===== src/rtl/mem_access_unit_if.sv =====
// Data-memory bus between mem_access_unit (master) and the data memory (slave).
// Request is held for the whole access; completion is the active-low dmem_ready_n.
// Address, byte enables and write data are stable while dmem_req is high.
interface mem_access_unit_if;
  logic        dmem_req;
  logic        dmem_we;
  logic [31:0] dmem_addr;
  logic [3:0]  dmem_be;
  logic [31:0] dmem_wdata;
  logic [31:0] dmem_rdata;
  logic        dmem_ready_n;

  modport master (
    output dmem_req, dmem_we, dmem_addr, dmem_be, dmem_wdata,
    input  dmem_rdata, dmem_ready_n
  );

  modport slave (
    input  dmem_req, dmem_we, dmem_addr, dmem_be, dmem_wdata,
    output dmem_rdata, dmem_ready_n
  );
endinterface


===== src/rtl/mem_access_unit.sv =====
// MEM-stage data-memory sequencer: byte-lane steering, load extension, stall generation.
// Latency: start N -> dmem_req N+1 -> done N+2 at best; misaligned requests finish at N+1.
// Backpressure: stall held while waiting on dmem_ready_n; MEM_ACCESS_TIMEOUT_EN adds an abort timer.
module mem_access_unit #(
  parameter int TIMEOUT_CYCLES = 16
) (
  input  logic                  clk,
  input  logic                  rst_n,
  input  logic                  start,
  input  logic [1:0]            access_size,
  input  logic                  write_to_data_mem,
  input  logic                  load_unsigned,
  input  logic [31:0]           addr,
  input  logic [31:0]           store_data,
  mem_access_unit_if.master     dmem,
  output logic [31:0]           load_data,
  output logic                  done,
  output logic                  stall,
  output logic                  misaligned,
  output logic                  bus_error
);

  typedef enum logic [1:0] {S_IDLE, S_WAIT, S_DONE} state_t;

  state_t      state, state_nxt;
  logic        req_vld, mis_req, ready, timeout_hit;
  logic [3:0]  be_nxt;
  logic [31:0] wdata_nxt, ext_dat;
  logic [31:0] addr_q, wdata_q;
  logic [3:0]  be_q;
  logic [1:0]  off_q, size_q;
  logic        we_q, uns_q, mis_q;
  logic [7:0]  lb_dat;
  logic [15:0] lh_dat;

  assign req_vld = start && (access_size != 2'b11);
  assign mis_req = ((access_size == 2'b01) && addr[0]) ||
                   ((access_size == 2'b00) && (addr[1:0] != 2'b00));
  assign ready   = !dmem.dmem_ready_n;

  always_ff @(posedge clk or negedge rst_n) begin
    if (!rst_n) state <= S_IDLE;
    else        state <= state_nxt;
  end

  always_comb begin
    state_nxt = state;
    case (state)
      S_IDLE:  if (req_vld) state_nxt = mis_req ? S_DONE : S_WAIT;
      S_WAIT:  if (ready || timeout_hit) state_nxt = S_DONE;
      S_DONE:  state_nxt = S_IDLE;
      default: state_nxt = S_IDLE;
    endcase
  end

  always_comb begin
    be_nxt    = 4'b1111;
    wdata_nxt = store_data;
    case (access_size)
      2'b10: begin
        be_nxt    = 4'b0001 << addr[1:0];
        wdata_nxt = {4{store_data[7:0]}};
      end
      2'b01: begin
        be_nxt    = 4'b0011 << {addr[1], 1'b0};
        wdata_nxt = {2{store_data[15:0]}};
      end
      default: ;
    endcase
  end

  // Lane select uses the offset captured at request time, not the live addr.
  always_comb begin
    lb_dat  = dmem.dmem_rdata[{off_q, 3'b000} +: 8];
    lh_dat  = dmem.dmem_rdata[{off_q[1], 4'b0000} +: 16];
    ext_dat = dmem.dmem_rdata;
    case (size_q)
      2'b10:   ext_dat = uns_q ? {24'd0, lb_dat} : {{24{lb_dat[7]}}, lb_dat};
      2'b01:   ext_dat = uns_q ? {16'd0, lh_dat} : {{16{lh_dat[15]}}, lh_dat};
      default: ;
    endcase
  end

  always_ff @(posedge clk or negedge rst_n) begin
    if (!rst_n) begin
      addr_q    <= '0;
      be_q      <= '0;
      wdata_q   <= '0;
      off_q     <= '0;
      size_q    <= '0;
      we_q      <= 1'b0;
      uns_q     <= 1'b0;
      mis_q     <= 1'b0;
      load_data <= '0;
    end else begin
      case (state)
        S_IDLE: if (req_vld) begin
          mis_q <= mis_req;
          if (mis_req) begin
            if (!write_to_data_mem) load_data <= '0;
          end else begin
            addr_q  <= {addr[31:2], 2'b00};
            off_q   <= addr[1:0];
            be_q    <= be_nxt;
            wdata_q <= wdata_nxt;
            we_q    <= write_to_data_mem;
            size_q  <= access_size;
            uns_q   <= load_unsigned;
          end
        end
        S_WAIT: begin
          if (ready) begin
            if (!we_q) load_data <= ext_dat;
          end else if (timeout_hit) begin
            if (!we_q) load_data <= '0;
          end
        end
        default: ;
      endcase
    end
  end

`ifdef MEM_ACCESS_TIMEOUT_EN
  localparam int CW = $clog2(TIMEOUT_CYCLES + 1);

  logic [CW-1:0] wait_cnt;
  logic          berr_q;

  // Counter sits at zero outside WAIT, so every WAIT entry starts from a clean count.
  assign timeout_hit = (state == S_WAIT) && (wait_cnt == CW'(TIMEOUT_CYCLES - 1));

  always_ff @(posedge clk or negedge rst_n) begin
    if (!rst_n) begin
      wait_cnt <= '0;
      berr_q   <= 1'b0;
    end else begin
      wait_cnt <= (state == S_WAIT) ? wait_cnt + 1'b1 : '0;
      if (state == S_WAIT)      berr_q <= timeout_hit && !ready;
      else if (state == S_IDLE) berr_q <= 1'b0;
    end
  end

  assign bus_error = (state == S_DONE) && berr_q;
`else
  assign timeout_hit = 1'b0;
  assign bus_error   = 1'b0;
`endif

  assign dmem.dmem_req   = (state == S_WAIT);
  assign dmem.dmem_we    = (state == S_WAIT) && we_q;
  assign dmem.dmem_addr  = addr_q;
  assign dmem.dmem_be    = be_q;
  assign dmem.dmem_wdata = wdata_q;

  assign done       = (state == S_DONE);
  assign misaligned = (state == S_DONE) && mis_q;
  assign stall      = ((state == S_IDLE) && req_vld) || (state == S_WAIT);

endmodule


===== src/flat_wrapper.sv =====
// flat-port wrapper written by rule: the top's interface ports become plain ports
module mem_access_unit_flat 
#(
  parameter int TIMEOUT_CYCLES = 16
)
  (clk, rst_n, start, access_size, write_to_data_mem, load_unsigned, addr, store_data, load_data, done, stall, misaligned, bus_error, dmem_dmem_req, dmem_dmem_we, dmem_dmem_addr, dmem_dmem_be, dmem_dmem_wdata, dmem_dmem_rdata, dmem_dmem_ready_n);
  mem_access_unit_if dmem_i ();
  input  logic clk;
  input  logic rst_n;
  input  logic start;
  input  logic [1:0] access_size;
  input  logic write_to_data_mem;
  input  logic load_unsigned;
  input  logic [31:0] addr;
  input  logic [31:0] store_data;
  output logic [31:0] load_data;
  output logic done;
  output logic stall;
  output logic misaligned;
  output logic bus_error;
  output wire logic [$bits(dmem_i.dmem_req)-1:0] dmem_dmem_req;
  output wire logic [$bits(dmem_i.dmem_we)-1:0] dmem_dmem_we;
  output wire logic [$bits(dmem_i.dmem_addr)-1:0] dmem_dmem_addr;
  output wire logic [$bits(dmem_i.dmem_be)-1:0] dmem_dmem_be;
  output wire logic [$bits(dmem_i.dmem_wdata)-1:0] dmem_dmem_wdata;
  input wire logic [$bits(dmem_i.dmem_rdata)-1:0] dmem_dmem_rdata;
  input wire logic [$bits(dmem_i.dmem_ready_n)-1:0] dmem_dmem_ready_n;
  assign dmem_dmem_req = dmem_i.dmem_req;
  assign dmem_dmem_we = dmem_i.dmem_we;
  assign dmem_dmem_addr = dmem_i.dmem_addr;
  assign dmem_dmem_be = dmem_i.dmem_be;
  assign dmem_dmem_wdata = dmem_i.dmem_wdata;
  assign dmem_i.dmem_rdata = dmem_dmem_rdata;
  assign dmem_i.dmem_ready_n = dmem_dmem_ready_n;
  mem_access_unit #(.TIMEOUT_CYCLES(TIMEOUT_CYCLES)) u_core (.clk(clk), .rst_n(rst_n), .start(start), .access_size(access_size), .write_to_data_mem(write_to_data_mem), .load_unsigned(load_unsigned), .addr(addr), .store_data(store_data), .dmem(dmem_i), .load_data(load_data), .done(done), .stall(stall), .misaligned(misaligned), .bus_error(bus_error));
endmodule

===== config.mk =====
export PLATFORM = sky130hd
export DESIGN_NAME = mem_access_unit_flat
export DESIGN_NICKNAME = d
export VERILOG_FILES = /design/src/rtl/mem_access_unit_if.sv /design/src/rtl/mem_access_unit.sv /design/src/flat_wrapper.sv
export SDC_FILE = /design/constraint.sdc
export NUM_CORES = 1
export LEC_CHECK = 0
export ABC_AREA = 1
export ABC_CLOCK_PERIOD_IN_PS = 2500
export CAP_MARGIN = 15
export CORE_MARGIN = 3
export CORE_UTILIZATION = 47
export DETAILED_ROUTE_END_ITERATION = 6
export PLACE_DENSITY = 0.86
export SKIP_CTS_REPAIR_TIMING = 1
export SLEW_MARGIN = 20
export SYNTH_ARGS = -nofsm -noshare
export SYNTH_HDL_FRONTEND = slang
export SYNTH_SLANG_ARGS = --single-unit

===== constraint.sdc =====
create_clock -name clk -period 2.5 [get_ports clk]
set_input_delay 0.375 -clock clk [delete_from_list [all_inputs] [get_ports clk]]
set_output_delay 0.375 -clock clk [all_outputs]
set_load 0.005 [all_outputs]

=== Word level (Yosys, flattened, before mapping) ===
Cells that the tools add are included.

* Bits in registers: 107
* Output and inout bits: 106

* Shift operators: 4
* Muxes and demuxes: 15
* Bitwise logic cells: 1
* Reductions and logical operators: 16
* Eq/ne operators: 12

{| class="wikitable"
|+ Operator list
! cell !! number
|-
| $mux 32 || 7
|-
| $pmux 32 s2 || 3
|-
| $shiftx 32x6->16 || 1
|-
| $shiftx 32x6->8 || 1
|-
| $ne 2x2->1 const B || 4
|-
| $pmux 4 s2 || 1
|-
| $eq 2x1->1 const B || 3
|-
| $eq 2x2->1 const B || 3
|-
| $logic_and 1x1->1 || 6
|-
| $mux 2 || 3
|-
| $reduce_and 6->1 || 1
|-
| $logic_not 2->1 || 2
|-
| $ne 2x1->1 const B || 2
|-
| $pmux 2 s2 || 1
|-
| $reduce_and 2->1 || 2
|-
| $reduce_bool 2->1 || 2
|-
| $shl 1x2->4 const A || 1
|-
| $shl 2x2->4 const A || 1
|-
| $reduce_and 3->1 || 1
|-
| $logic_or 1x1->1 || 2
|-
| $not 1->1 || 1
|}

=== Longest topological paths before layout ===
* Depth in word-level cells: 6
* Depth in mapped cells: 11
* Depth with buffers taken out: 10

=== Least setup slack after synthesis ===
Ideal clock, no wire load.

* Path type: input port to flip-flop
* Start: in access_size[0]
* End: reg u_core.wdata_q[28], in the netlist u_core.dmem.dmem_wdata[28]
* Setup time: 0.119 ns
* Required time: 2.381 ns
* Arrival: 1.483 ns
* Slack: 0.898 ns
* Path buffers: 2
* Stages: 8
* Path through: inv_1 -> ha_1 -> buf_2 -> clkinv_1 -> clkbuf_1 -> nand2_1 -> nand3_1 -> o21a_1

* Cells in the longest elaborated chain, start to end: 5
* Elaborated cells on any way between the ends: 11
* Those cells by class: eq/ne (3); mux (1); bitwise (1); reduce/logical (6)

{| class="wikitable"
|+ Ends and longest elaborated chain
! item !! line !! text
|-
| start, declared || flat_wrapper.sv:11 || <nowiki>input logic [1:0] access_size;</nowiki>
|-
| $eq 2x1->1 / $logic_not 2->1 (equally long branches) || mem_access_unit.sv:37, mem_access_unit.sv:59, mem_access_unit.sv:38 ||
|-
| $logic_and 1x1->1, on equally long branches || mem_access_unit.sv:37, mem_access_unit.sv:38 ||
|-
| $logic_or 1x1->1 || mem_access_unit.sv:37 || <nowiki>assign mis_req = ((access_size == 2'b01) && addr[0]) ||</nowiki>
|-
| $not 1->1 (no source line) || -- ||
|-
| $reduce_and 3->1 (no source line) || -- ||
|-
| end signal, assigned || mem_access_unit.sv:105 || <nowiki>wdata_q <= wdata_nxt;</nowiki>
|-
| end, declared || mem_access_unit.sv:29 || <nowiki>logic [31:0] addr_q, wdata_q;</nowiki>
|}

Parallel ways exist; a longest one is shown, timed or not.
A chain may end at the register's enable or synchronous reset.

=== Worst setup path in the final report ===
* Start: in access_size[1]
* End: out stall

* Cells in the longest elaborated chain, start to end: 4

{| class="wikitable"
|+ Ends and longest elaborated chain
! item !! line !! text
|-
| $ne 2x2->1 || mem_access_unit.sv:36 || <nowiki>assign req_vld = start && (access_size != 2'b11);</nowiki>
|-
| $logic_and 1x1->1 || mem_access_unit.sv:36 ||
|-
| $logic_and 1x1->1 || mem_access_unit.sv:157 || <nowiki>assign stall = ((state == S_IDLE) && req_vld) || (state == S_WAIT);</nowiki>
|-
| $logic_or 1x1->1 || mem_access_unit.sv:157 ||
|-
| end, declared || flat_wrapper.sv:18 || <nowiki>output logic stall;</nowiki>
|}

Every way passes these cells.

==> metrics <==
status=finished clean; critical path launch point type=input pin; CP Capture Type=output pin; count leader, synth=nand2_1; Fin Setup TNS=0 ns; cells along the critical path=clkdlybuf4s50_1 > ha_1 > inv_1 > nand2_1 > nor3_2 > inv_1 > nand2_1 > dlymetal6s2s_1; highest clock rate=about 460 MHz; initial drt markers=410; maximum VDD drop=slightly above 0.6 mV; Final #Nets=978; Total GRT Usage=between 20% and 30%; first-pass GRT wire length=between 20000 and 30000 µm; Post-synth EDFFs=0; Synth Instances=671; Die X=between 100 and 150 µm; slew margin rel.=approximately half; sequential area share after synthesis=between 50% and 60%; root buf cell=clkbuf_8; Pins Over Slew Limit=0; Synth Warn #=0; Worst path slowest cell=clkdlybuf4s50_1; mux contribution to synthesized area=0%; Final min period=between 2 and 2.5 ns; hold slack final=just under 0.06 ns; worst path required time=between 2 and 2.5 ns; post-synthesis adder-cell area fraction=under 10%; GR Overflow Total=0; Routed WL=about 16000 µm; Inst Count DP=992; row count=37; Worst Tran Pin Value=~0.73 ns; pwr/cell area=about 1100 nW/µm²; H-tree depth=3; Compound-Gate Fraction of Synth Area=under 10%; clock tree sinks=approximately 110; Final setup viols=0; Core Area=about 11000 µm²; fin crit share=between 80% and 90%; Top Family by Delay on Critical Path=buffers and inverters; post-route antenna net violation count=0; post-synth top area cell=dfrtp_1; Yosys top cell area share=51.59%; Routability Congestion=0.9157; largest cells by area after synthesis=dfrtp_1 (52%), nand2_1 (22%), nand3_1 (6.4%); crit-path max FO=3; die area=around 12000 µm²; DR pass1 iterations=5; vias in the first global route=5205; Reg clk slew, reported paths=roughly 0.10 ns; RSZ-0062 raised after global routing=no; CP bufs+invs=4; simple-gate portion of the synthesized area=a little under a third; CTS Buf Count=9; Hold Path Class=in2async; CTS tree=yes; XOR/XNOR share of the synthesized area=0%; crit path kind=in2out; hpwl dp=between 10000 and 15000 µm; Vias=5160; Final Hold Viols=0; Worst-Skew Late Latency=0.36 ns; Area Growth Syn to Fin=46.41%; asr flop ratio synth=100.0%; Synth Register Bits=roughly 110; Worst Skew=about 0.0098 ns; top_reg_cell synth=dfrtp_1; initial antenna violation count=1; Layout Cells excl Fill=1009; max_cap viols=0; DR DRC count=0; main combinational cell family by area after synthesis=simple AND/OR/NAND/NOR gates; commonest cells in the netlist=nand2_1 (304), dfrtp_1 (107), nand3_1 (66), inv_1 (43), o21ai_0 (42); Mapped Area=5190 µm²; Die Y=approximately 110 µm; Initial Util=49.39%; share of cells above drive strength 1=slightly below 7%; Clock Tree Buf Depth=2; total power=8350 µW; Crit path arrival time=1.79 ns; wire length per cell=roughly 16 µm; DR vias/cell=approximately 5.1; Yosys cell types=29; CP max stage delay=roughly 0.47 ns; ANT cells=0; port bufs=about 200; syn_area_per_cell=7.735 µm²; largest net degree at the start of global routing=between 80 and 90; leakage power=between 0.003 and 0.004 µW; I/O pins=210
report_power, final:
group / internal (µW) / switching (µW)
registers: 2510 / 510
logic: 2250 / 2060
clock network: 406 / 614
flip-flops by register name, indices dropped and copies added, names as in the netlist, 2 cells and up:
name and count:
u_core.dmem.dmem_addr 30, u_core.dmem.dmem_be 4, u_core.load_data 32, u_core.state 2
u_core.size_q 2, u_core.dmem.dmem_wdata 32, u_core.off_q 2
through the flow:
| step | utilization (%) | cell area, µm² | worst slack (ns) |
|---|---|---|---|
| 5_1_grt | 72.31 | 7599 | 0.2588 |
| 3_3_place_gp | 70.40 | 7398 | 0.06815 |
| 2_1_floorplan | - | 5197 | 0.8984 |
| 6_report | 72.31 | 7599 | 0.3368 |
| 4_1_cts | 72.16 | 7584 | 0.006825 |
| 3_5_place_dp | 70.40 | 7398 | 0.01818 |
layout by cell type (no fill, tap or decap), drive strengths merged:
cell           synthesis  final
nor2                   6      6
nand3                 67     67
nor3                   2      2
dlymetal6s2s           0      1
clkbuf                10     11
o22ai                  8      8
inv                   47     50
clkdlybuf4s50          0    204
or2                   16     16
clkinv                 2      4
nand2                306    306
a22oi                  1      1
o21a                   8      8
o21ai                 44     44
a21oi                  8      8
nand4                  1      1
buf                   27     16
conb                   1      3
a31oi                  4      4
ha                     6      6
dfrtp                107    107
metal layers:
layer | track usage, % | vias to the layer above | wire, µm | part of all wire (%)
met5 | 0 | - | 9 | 0.057
met4 | 6.407 | 2 | 200 | 1.3
met3 | 9.279 | 21 | 1710 | 11
met2 | 42.56 | 262 | 7525 | 47
met1 | 31.79 | 2378 | 6429 | 40
li1 | - | 2497 | - | -
worst paths after layout:
path | startpoint | end | slack [ns] | cells after the start
min reg2reg | u_core.dmem.dmem_addr[23] | u_core.dmem.dmem_addr[23] | 0.49 | 2
max reg2reg | u_core.size_q[1] | u_core.load_data[1] | 0.61 | 8
max in group asynchronous | rst_n | u_core.dmem.dmem_addr[25] | 1.74 | 2
min in group clk | u_core.dmem.dmem_addr[23] | u_core.dmem.dmem_addr[23] | 0.49 | 2
min | rst_n | u_core.load_data[24] | 0.06 | 1
max | access_size[1] | stall | 0.34 | 8
cells by family (layout without fill, tap and decap cells):
group,Yosys count,count (layout)
AND/OR/NAND/NOR,398,398
flip-flops,107,107
buffers and inverters,86,286
AO/OA/AOI/OAI,73,73
adder cells (fa/ha/maj),6,6
other,1,3
layout make-up:
cell class,instances,area [µm²]
fill,835,2910
sequential,107,2678
timing repair buffer,221,2225
multi-input combinational,480,2157
inverter,49,183.9
tap,136,170.2
clock buffer,11,141.4
clock inverter,5,43.79
Power figures use the tool's default switching activity.
